### src/rtl/deflate_token_sched_pkg.sv
// Shared types and constants for the DEFLATE token scheduler and its static
// literal/length encoder.
package deflate_pkg;

  localparam int LEN_MIN = 3;
  localparam int LEN_MAX = 258;
  localparam int EOB_SYM = 256;
  localparam int CHUNK_W = 18;
  localparam int NBITS_W = 5;

  typedef enum logic [2:0] {
    ST_IDLE,
    ST_LIT_OUT,
    ST_LEN_OUT,
    ST_DIST_OUT,
    ST_EOB_OUT,
    ST_FLUSH_ACK
  } state_t;

  // Huffman codes are MSB-first while the output stream is LSB-first.
  function automatic logic [8:0] bit_rev(input logic [8:0] code, input logic [3:0] n);
    logic [8:0] r;
    r = '0;
    for (int i = 0; i < 9; i++) begin
      if (i < int'(n)) r[4'(i)] = code[4'(int'(n) - 1 - i)];
    end
    return r;
  endfunction

endpackage

### src/rtl/deflate_token_sched_slht_enc.sv
// Combinational fixed-Huffman encoder for literal/EOB and length symbols:
// returns the reversed code with extra bits stacked above it.
module slht_enc
  import deflate_pkg::*;
(
  input  logic               is_len,
  input  logic [8:0]         sym,
  input  logic [8:0]         len,
  output logic [CHUNK_W-1:0] code,
  output logic [NBITS_W-1:0] nbits
);

  logic [8:0] lsym;
  logic [8:0] code_raw;
  logic [3:0] clen;
  logic [4:0] extra;
  logic [2:0] elen;
  logic [7:0] v;
  int         p;

  always_comb begin
    lsym     = sym;
    code_raw = '0;
    clen     = 4'd0;
    extra    = '0;
    elen     = '0;
    v        = 8'(len - 9'(LEN_MIN));
    p        = 3;
    if (is_len) begin
      if (len == 9'(LEN_MAX)) begin
        lsym = 9'd285;
      end else if (v < 8'd8) begin
        lsym = 9'(257 + int'(v));
      end else begin
        // Each group of four length codes shares one extra-bit count,
        // selected by the position of the leading one of (len - 3).
        for (int i = 3; i < 8; i++) begin
          if (v[3'(i)]) p = i;
        end
        elen  = 3'(p - 2);
        lsym  = 9'(257 + 4 * (p - 1) + int'((v >> (p - 2)) & 8'd3));
        extra = 5'(v & 8'((1 << (p - 2)) - 1));
      end
    end

    if (lsym <= 9'd143) begin
      code_raw = lsym + 9'h030;
      clen     = 4'd8;
    end else if (lsym <= 9'd255) begin
      code_raw = lsym + 9'h100;
      clen     = 4'd9;
    end else if (lsym <= 9'd279) begin
      code_raw = lsym - 9'd256;
      clen     = 4'd7;
    end else begin
      code_raw = lsym - 9'd88;
      clen     = 4'd8;
    end

    code  = CHUNK_W'(bit_rev(code_raw, clen)) | (CHUNK_W'(extra) << clen);
    nbits = NBITS_W'(clen) + NBITS_W'(elen);
  end

endmodule

### src/rtl/deflate_token_sched.sv
// DEFLATE token scheduler: turns literal / length-distance tokens into
// LSB-first bit chunks. Define DTS_EOB_EN to emit end-of-block on flush.
module deflate_token_sched
  import deflate_pkg::*;
#(
  parameter int DICTIONARY_DEPTH_LOG = 16,
  parameter int DATA_WIDTH           = 8
) (
  input  logic                          clk,
  input  logic                          rst_n,
  input  logic                          tok_valid_in,
  output logic                          tok_ready_out,
  input  logic                          tok_is_match_in,
  input  logic [DATA_WIDTH-1:0]         tok_literal_in,
  input  logic [8:0]                    tok_length_in,
  input  logic [DICTIONARY_DEPTH_LOG:0] tok_dist_in,
  input  logic                          flush_in,
  output logic [DICTIONARY_DEPTH_LOG:0] dist_pos_out,
  input  logic [CHUNK_W-1:0]            dist_code_in,
  input  logic [NBITS_W-1:0]            dist_nbits_in,
  output logic                          out_valid,
  input  logic                          out_ready,
  output logic [CHUNK_W-1:0]            out_data,
  output logic [NBITS_W-1:0]            out_bits,
  output logic                          flush_done_out,
  output logic                          proto_err_out
);

  // state       | meaning
  // IDLE        | waiting for a token or a flush request
  // LIT_OUT     | literal chunk presented
  // LEN_OUT     | length chunk presented; distance code captured in first cycle
  // DIST_OUT    | distance chunk presented
  // EOB_OUT     | end-of-block chunk presented (DTS_EOB_EN builds only)
  // FLUSH_ACK   | flush_done_out pulse

  state_t               state_q, state_d;
  logic                 accept, hs;
  logic                 load, valid_d;
  logic [CHUNK_W-1:0]   ld_data;
  logic [NBITS_W-1:0]   ld_bits;
  logic [CHUNK_W-1:0]   enc_data;
  logic [NBITS_W-1:0]   enc_bits;
  logic [8:0]           len_clamped;
  logic                 len_err;
  logic                 cap_pending;
  logic [CHUNK_W-1:0]   hold_code;
  logic [NBITS_W-1:0]   hold_nbits;

  assign tok_ready_out  = (state_q == ST_IDLE);
  assign flush_done_out = (state_q == ST_FLUSH_ACK);
  assign accept         = tok_valid_in && tok_ready_out;
  assign hs             = out_valid && out_ready;

  always_comb begin
    len_clamped = tok_length_in;
    len_err     = 1'b0;
    if (tok_length_in < 9'(LEN_MIN)) begin
      len_clamped = 9'(LEN_MIN);
      len_err     = 1'b1;
    end else if (tok_length_in > 9'(LEN_MAX)) begin
      len_clamped = 9'(LEN_MAX);
      len_err     = 1'b1;
    end
  end

  // With no token offered the encoder sees the end-of-block symbol.
  slht_enc u_enc (
    .is_len (tok_valid_in && tok_is_match_in),
    .sym    (tok_valid_in ? 9'(tok_literal_in) : 9'(EOB_SYM)),
    .len    (len_clamped),
    .code   (enc_data),
    .nbits  (enc_bits)
  );

  always_ff @(posedge clk or negedge rst_n) begin
    if (!rst_n) state_q <= ST_IDLE;
    else        state_q <= state_d;
  end

  always_comb begin
    state_d = state_q;
    load    = 1'b0;
    ld_data = enc_data;
    ld_bits = enc_bits;
    case (state_q)
      ST_IDLE: begin
        if (tok_valid_in) begin
          state_d = tok_is_match_in ? ST_LEN_OUT : ST_LIT_OUT;
          load    = 1'b1;
        end else if (flush_in) begin
`ifdef DTS_EOB_EN
          state_d = ST_EOB_OUT;
          load    = 1'b1;
`else
          state_d = ST_FLUSH_ACK;
`endif
        end
      end
      ST_LIT_OUT:  if (hs) state_d = ST_IDLE;
      ST_LEN_OUT: begin
        if (hs) begin
          state_d = ST_DIST_OUT;
          load    = 1'b1;
          // A handshake in the very first LEN_OUT cycle races the capture.
          ld_data = cap_pending ? dist_code_in : hold_code;
          ld_bits = cap_pending ? dist_nbits_in : hold_nbits;
        end
      end
      ST_DIST_OUT: if (hs) state_d = ST_IDLE;
`ifdef DTS_EOB_EN
      ST_EOB_OUT:  if (hs) state_d = ST_FLUSH_ACK;
`endif
      ST_FLUSH_ACK: state_d = ST_IDLE;
      default:      state_d = ST_IDLE;
    endcase
    valid_d = (state_d != ST_IDLE) && (state_d != ST_FLUSH_ACK);
  end

  always_ff @(posedge clk or negedge rst_n) begin
    if (!rst_n) begin
      out_valid     <= 1'b0;
      out_data      <= '0;
      out_bits      <= '0;
      dist_pos_out  <= '0;
      cap_pending   <= 1'b0;
      hold_code     <= '0;
      hold_nbits    <= '0;
      proto_err_out <= 1'b0;
    end else begin
      out_valid   <= valid_d;
      cap_pending <= accept && tok_is_match_in;
      if (load) begin
        out_data <= ld_data;
        out_bits <= ld_bits;
      end
      if (accept && tok_is_match_in) begin
        dist_pos_out <= tok_dist_in;
        if (len_err) proto_err_out <= 1'b1;
      end
      if (cap_pending) begin
        hold_code  <= dist_code_in;
        hold_nbits <= dist_nbits_in;
      end
    end
  end

endmodule

### config.mk
export PLATFORM = sky130hd
export DESIGN_NAME = deflate_token_sched
export DESIGN_NICKNAME = d
export VERILOG_FILES = /design/src/rtl/deflate_token_sched_pkg.sv /design/src/rtl/deflate_token_sched_slht_enc.sv /design/src/rtl/deflate_token_sched.sv
export SDC_FILE = /design/constraint.sdc
export NUM_CORES = 1
export LEC_CHECK = 0
export ABC_CLOCK_PERIOD_IN_PS = 2500
export BUFFER_PORTS_ARGS = -buffer_cell sky130_fd_sc_hd__buf_2
export CAP_MARGIN = 10
export CORE_MARGIN = 8
export CORE_UTILIZATION = 54
export CTS_CLUSTER_DIAMETER = 60
export DETAILED_ROUTE_END_ITERATION = 7
export GPL_ROUTABILITY_DRIVEN = 1
export PLACE_DENSITY = 0.81
export SYNTH_ARGS = -nofsm -noshare
export SYNTH_HDL_FRONTEND = slang
export SYNTH_SLANG_ARGS = --single-unit
### constraint.sdc
create_clock -name clk -period 2.5 [get_ports clk]
set_clock_uncertainty 0.05 [all_clocks]
set_input_delay 0.25 -clock clk [delete_from_list [all_inputs] [get_ports clk]]
set_output_delay 0.25 -clock clk [all_outputs]
set_load 0.005 [all_outputs]
* Yosys cells after proc, flatten, opt, wreduce, memory -nomap -nowiden
Cells that the tools add are included.
Word-level totals: bits in registers 69
Cells by class: $add $sub $neg 20, magnitude comparators 22, eq/ne operators 6, shift-type cells 3, mux-type cells 70, bitwise logic cells 2, reductions and logical operators 9
Operators by type and width (count):
- 32-bit 2-to-1 mux | 3
- 9-bit 2-to-1 mux | 9
- 18-bit 2-to-1 mux | 3
- 4-bit by 6-bit less-than comparator with 1-bit output (second input constant) | 8
- 1-bit binary-select mux with 4-bit select | 8
- 1-bit by 32-bit << shifter with 5-bit output (first input constant) | 1
- 8-bit by 32-bit >> shifter with 2-bit output | 1
- 32-bit by 3-bit subtractor with 32-bit output (second input constant) | 1
- 5-bit 2-to-1 mux | 6
- 1-bit 2-to-1 mux | 28
- 3-bit 2-to-1 mux | 7
- 9-bit by 8-bit <= comparator with 1-bit output (second input constant) | 2
- 8-bit by 18-bit OR with 18-bit output | 1
- 5-bit by 4-bit << shifter with 18-bit output | 1
- 3-bit by 4-bit less-than comparator with 1-bit output (first input constant) | 4
- 4-bit subtractor (second input constant) | 4
- 4-bit 2-to-1 mux | 3
- 9-bit by 3-bit adder with 9-bit output | 1
- 9-bit by 6-bit adder with 9-bit output (second input constant) | 1
- 9-bit by 8-bit adder with 9-bit output (first input constant) | 1
- 9-bit adder (first input constant) | 1
- 9-bit adder (second input constant) | 1
- 9-bit == test (second input constant) | 1
- 9-bit > comparator (second input constant) | 1
- 27 further kinds | 35

* Depth between registers and ports, before layout
word-level depth 27, mapped depth 28

* By module
A second synthesis with hierarchy kept.
Second synthesis, totals: cells, all modules 460, area total of the unflattened synthesis 4529.3 um^2
Modules (own cells, without submodules):
- deflate_token_sched | instances 1, cells an instance 238, area each 2972.9 um^2, seq. area each 1726.7 um^2
- slht_enc | instances 1, cells an instance 222, area each 1556.5 um^2, seq. area each 0.0 um^2

* Least setup slack after synthesis
No wires, ideal clock.
kind input to register, from input port tok_length_in[5], to register out_data[2], arrival time 5.347 ns, required time 2.330 ns, path slack -3.017 ns, cell stages on the path 23, buffers on the path 2, path through nor4_1 -> a21oi_1 -> a211o_1 -> ha_1 -> clkbuf_1 -> xnor2_1 -> ha_1 -> inv_1 -> a211oi_1 -> xor2_1 -> a21o_1 -> a21boi_0 -> ha_1 -> inv_1 -> o41a_1 -> nor2_2 -> inv_1 -> ha_1 -> clkbuf_1 -> a21oi_1 -> o211ai_1 -> or3_1 -> a31o_1
On the way: longest elaborated chain between the ends 22
RTL lines:
- start, declared | line deflate_token_sched.sv:15 | input logic [8:0] tok_length_in,
- 9-bit > comparator | line deflate_token_sched.sv:61 | end else if (tok_length_in > 9'(LEN_MAX)) begin
- 9-bit 2-to-1 mux | line deflate_token_sched.sv:61
- 9-bit 2-to-1 mux (*) | line deflate_token_sched.sv:58 | if (tok_length_in < 9'(LEN_MIN)) begin
- 8-bit by 2-bit subtractor with 8-bit output | line deflate_token_sched_slht_enc.sv:27 | v = 8'(len - 9'(LEN_MIN));
- 8-bit by 32-bit >> shifter with 2-bit output | line deflate_token_sched_slht_enc.sv:41 | lsym = 9'(257 + 4 * (p - 1) + int'((v >> (p - 2)) & 8'd3));
- 9-bit by 3-bit adder with 9-bit output | line deflate_token_sched_slht_enc.sv:41
- 9-bit 2-to-1 mux | line deflate_token_sched_slht_enc.sv:32 | end else if (v < 8'd8) begin
- 9-bit 2-to-1 mux | line deflate_token_sched_slht_enc.sv:30 | if (len == 9'(LEN_MAX)) begin
- [... 5 more ...]
- 4-bit by 1-bit subtractor with 4-bit output | line deflate_token_sched_pkg.sv:25 | if (i < int'(n)) r[4'(i)] = code[4'(int'(n) - 1 - i)];
- 4-bit by 3-bit subtractor with 4-bit output | line deflate_token_sched_pkg.sv:25
- 1-bit binary-select mux with 4-bit select | line deflate_token_sched_pkg.sv:25
- 1-bit 2-to-1 mux (implied by the code) (2 in a row) | line deflate_token_sched_pkg.sv:25
- 1-bit 2-to-1 mux | line deflate_token_sched_pkg.sv:25
- 8-bit by 18-bit OR with 18-bit output (*) | line deflate_token_sched_slht_enc.sv:60 | code = CHUNK_W'(bit_rev(code_raw, clen)) | (CHUNK_W'(extra) << clen);
- 18-bit 2-to-1 mux | line deflate_token_sched.sv:102 | if (hs) begin
- 18-bit 2-to-1 mux (*) | line deflate_token_sched.sv:86 | case (state_q)
- end signal, assigned | line deflate_token_sched.sv:134 | out_data <= ld_data;
- end, declared | line deflate_token_sched.sv:23 | output logic [CHUNK_W-1:0] out_data,
Mark *: on every way between the ends. The rest lies on a longest branch, timed or not. The select of a mux whose other input is x is not followed. A chain may end at the register's enable or synchronous reset.

* Final worst setup path
from input port tok_length_in[2], to register out_data[4]
On the way: longest elaborated chain between the ends 22
RTL lines (line):
- 9-bit > comparator | deflate_token_sched.sv:61
- 9-bit 2-to-1 mux | deflate_token_sched.sv:61
- 9-bit 2-to-1 mux (*) | deflate_token_sched.sv:58
- 8-bit by 2-bit subtractor with 8-bit output | deflate_token_sched_slht_enc.sv:27
- 8-bit by 32-bit >> shifter with 2-bit output | deflate_token_sched_slht_enc.sv:41
- 9-bit by 3-bit adder with 9-bit output | deflate_token_sched_slht_enc.sv:41
- 9-bit 2-to-1 mux | deflate_token_sched_slht_enc.sv:32
- 9-bit 2-to-1 mux | deflate_token_sched_slht_enc.sv:30
- [... 5 more ...]
- 4-bit by 1-bit subtractor with 4-bit output | deflate_token_sched_pkg.sv:25
- 4-bit subtractor | deflate_token_sched_pkg.sv:25
- 1-bit binary-select mux with 4-bit select | deflate_token_sched_pkg.sv:25
- 1-bit 2-to-1 mux (implied by the code) (2 in a row) | deflate_token_sched_pkg.sv:25
- 1-bit 2-to-1 mux | deflate_token_sched_pkg.sv:25
- 8-bit by 18-bit OR with 18-bit output (*) | deflate_token_sched_slht_enc.sv:60
- 18-bit 2-to-1 mux | deflate_token_sched.sv:102
- 18-bit 2-to-1 mux (*) | deflate_token_sched.sv:86
Marked as above.

==> impl_metrics.ini <==
[timing]
maxSlewViolCount = 0
fmax_mhz = 216.5
timing.final.crit_share_pct = 184.8
report.final.setup_viol = 14
hold_viol_final = 0
grt_setup_unrepaired = yes
max_slew.worst_pin.slew_ns = 0.6887
finalWorstPathRequiredPeriod_ns = 4.619
setup-tns-final_ns = -26.05
setup_slack_ns = -2.119
worst_slew_margin_rel_pct = 53.92

[cts]
clock_buffers_created_by_tritoncts = 9
clock_slew_seen_by_the_registers_of_the_worst_setup_and_hold_paths_ns = 0.09
clk_latency_ns = 0.35
cts-root-to-sink-buffers = 2
cts_root_buffer = sky130_fd_sc_hd__clkbuf_8
htreeDepth = 3
clock_sink_count = 69
clock_tree_from_tritoncts = done

[detailed_routing]
first_iter_violations = 206
drc = 0
routed_wirelength_mm = 13.68
vias_per_inst = 5.800
post_drt_wl_per_cell_um = 18.59
detail-route-antenna-nets = 0
drtPass1Iterations = 5
route.vias.total = 4269

[logic_synthesis]
post_synth.cell_area_avg_um2 = 10.36
synth_edf_count = 0
synthesized_net_count = 499
yosysWarningCount = 0
postSynthCellCount = 413
ys_seq_elements = 69
postSynth.asyncResetShare_pct = 100.0
netlist-cell-type-count = 70
synth_area_um2 = 4278
dominant_register_cell_in_the_synthesized_netlist = sky130_fd_sc_hd__dfrtp_1
ys_seq_area_share_pct = 40.36

[worst_hold_path]
hold_path.class = in -> reg

[place]
placedInstanceArea_um2 = 5791
cell_total_after_placement = 699
globalplace.congestion = 0.9803
dp_hpwl_mm = 9.798
buffer_ports.inserted = 106

[power]
ir_drop_uv = 400.5
powerDensity_nw_per_um2 = 796.8
leakage_power_total_nw = 3.087

[worst_setup_path]
cp_data_arrival_time_ns = 4.79
start_kind = input port
critical_path.endpoint_type = flop
cp_top_family = compound AO/OA/AOI/OAI gates
timing.critical_path.slowest_cell_delay_ns = 0.36
critical-path-slowest-cell = sky130_fd_sc_hd__nor4_4
worst_ep_required_ns = 2.67
worstSetupPathType = in -> reg
critPathBufInv = 6
critical_path.most_common_cell = sky130_fd_sc_hd__inv_2
critical_path_peak_fanout = 7

[global_route]
gr-usage-all-layers_pct = 23.66
first_global_vias = 4460
globalRoute.totalOverflow = 0
grt_start_max_net_pins = 70
antenna_found_initial = 0
grt_most_used_layer = met2
grt_use_met1_pct = 26.30
grt_first_pass_wirelength_mm = 21.49
gr_met3_demand_resource_pct = 6.511
met2_capacity_usage_during_global_routing_pct = 41.72

[cells_and_area]
layout_common_cells = sky130_fd_sc_hd__buf_4, sky130_fd_sc_hd__buf_2, sky130_fd_sc_hd__dfrtp_1, sky130_fd_sc_hd__mux2_2, sky130_fd_sc_hd__nor2_1
diodes = 0
fin_area_um2 = 6395
post_layout_nonfiller_instances = 736
layout_commonest_cell = sky130_fd_sc_hd__buf_4
nNetsFinal = 715
area_delta_synth_final_pct = 49.49
final_layout_size_suffix_gt1_share_pct = 55.52

[status]
status = complete, but fails checks
failing_checks = negative setup slack

[die]
floorplan.die.width_um = 105.0
core_area_um2 = 7687
i_o_pin_count = 107
dieArea_um2 = 11030
die_h_um = 105.0
initial_utilization_pct = 55.65
fp-row-count = 32

[job]
drv_cap = 0
## registers in the layout (all words and copies together), names as in the netlist
name	flops
hold_nbits	5
dist_pos_out	17
out_data	18
hold_code	18
out_bits	5
proto_err_out	1
state_q	3
cap_pending	1
out_valid	1
## worst register-to-register path, cell delays in order (launching register included)
cell                       delay (ns)
sky130_fd_sc_hd__dfrtp_1         0.49
sky130_fd_sc_hd__nor3_1          0.36
sky130_fd_sc_hd__nand2_1         0.19
sky130_fd_sc_hd__nor2_2          0.15
sky130_fd_sc_hd__o21ai_1         0.10
sky130_fd_sc_hd__or4_1           0.50
sky130_fd_sc_hd__a21oi_1         0.12
sky130_fd_sc_hd__nand2b_1        0.11
## cell type report
cell class	count	area [µm²]
Multi-Input combinational cell	304	2735
Sequential cell	69	1727
Timing Repair Buffer	227	1498
Fill cell	448	1292
Tap cell	102	127.6
Clock buffer	9	123.9
Clock inverter	7	106.4
Inverter	18	77.57
## cell families (layout without fill, tap and decap cells)
| kind of cell | after synthesis | count (layout) | share of synthesized area [%] |
|---|---|---|---|
| simple gates | 119 | 119 | 14.36 |
| compound gates | 103 | 103 | 19.16 |
| flops | 69 | 69 | 40.36 |
| mux | 47 | 47 | 12.72 |
| buf+inv | 40 | 261 | 3.890 |
| fa+ha+maj | 23 | 23 | 6.727 |
| xor+xnor | 12 | 12 | 2.778 |
## where the power goes
part | internal [W] | switching, W
clock network | 0.000577 | 0.000462
registers | 0.00163 | 0.000268
logic | 0.00113 | 0.00103
## path summary, 6_finish.rpt
check | startpoint | end | slack (ns) | depth (start not counted)
worst max-delay path | tok_length_in[2] | out_data[4] | -2.12 | 27
worst min-delay path | tok_dist_in[9] | dist_pos_out[9] | 0.07 | 2
worst max register to register | state_q[0] | out_data[6] | 0.36 | 7
worst min register to register | proto_err_out | proto_err_out | 0.42 | 1
max in group asynchronous | rst_n | cap_pending | 1.69 | 3
min in group asynchronous | rst_n | hold_code[11] | 0.39 | 3
## per-layer routing
layer	up-vias	part of all wire, %	wire length [µm]
li1	1959	-	-
met1	2076	40	5484
met5	-	0	0
met3	35	6.5	895
met2	199	51	6952
met4	0	2.5	348
## synthesized netlist by cell type (3+ instances only)
master	instances	area, µm²
sky130_fd_sc_hd__o211ai_1	6	45.04
sky130_fd_sc_hd__a21o_1	4	30.03
sky130_fd_sc_hd__ha_1	23	287.8
sky130_fd_sc_hd__a22o_1	10	87.58
sky130_fd_sc_hd__o21ai_0	8	40.04
sky130_fd_sc_hd__mux2i_1	3	30.03
sky130_fd_sc_hd__nand2_1	28	105.1
sky130_fd_sc_hd__clkbuf_1	18	67.56
sky130_fd_sc_hd__nand3_1	6	30.03
sky130_fd_sc_hd__nand4_1	4	25.02
sky130_fd_sc_hd__nand2b_1	5	31.28
sky130_fd_sc_hd__inv_1	17	63.81
sky130_fd_sc_hd__xor2_1	4	35.03
sky130_fd_sc_hd__a211oi_1	4	30.03
sky130_fd_sc_hd__a31oi_1	7	43.79
sky130_fd_sc_hd__o22ai_1	4	25.02
sky130_fd_sc_hd__nor4_1	5	31.28
sky130_fd_sc_hd__a21oi_1	12	60.06
sky130_fd_sc_hd__mux2_2	41	461.7
sky130_fd_sc_hd__nor3_1	9	45.04
sky130_fd_sc_hd__nor2_1	31	116.4
sky130_fd_sc_hd__or3_1	5	31.28
sky130_fd_sc_hd__and2_1	5	31.28
sky130_fd_sc_hd__nor2b_1	9	56.30
sky130_fd_sc_hd__a22oi_1	8	60.06
sky130_fd_sc_hd__dfrtp_1	69	1727
sky130_fd_sc_hd__xnor2_1	7	61.31
sky130_fd_sc_hd__o211a_1	5	50.05
## per-stage QoR
| step | utilization, % | worst slack, ns | hold slack, ns | total power (W) |
|---|---|---|---|---|
| 2_1_floorplan | - | -2.328 | -0.09559 | 0.003007 |
| 5_1_grt | 83.19 | -2.301 | 0.06563 | 0.005391 |
| 3_3_place_gp | 75.33 | -2.281 | 0.2429 | 0.003785 |
| 4_1_cts | 81.30 | -1.985 | 0.06041 | 0.005041 |
| 6_report | 83.19 | -2.119 | 0.07259 | 0.005096 |
| 3_5_place_dp | 75.33 | -2.419 | 0.2517 | 0.003915 |
## repair_timing
item                                   4_1_cts  5_1_grt
setup buffers                               10       11
pin swaps                                   14       13
hold buffers                                 1        0
cloned                                       0        0
endpoints found under the hold margin       69        0
setup endpoints to repair                   14       14
resized for setup                           26       19
No activity file was read; power rests on OpenSTA's default activity.
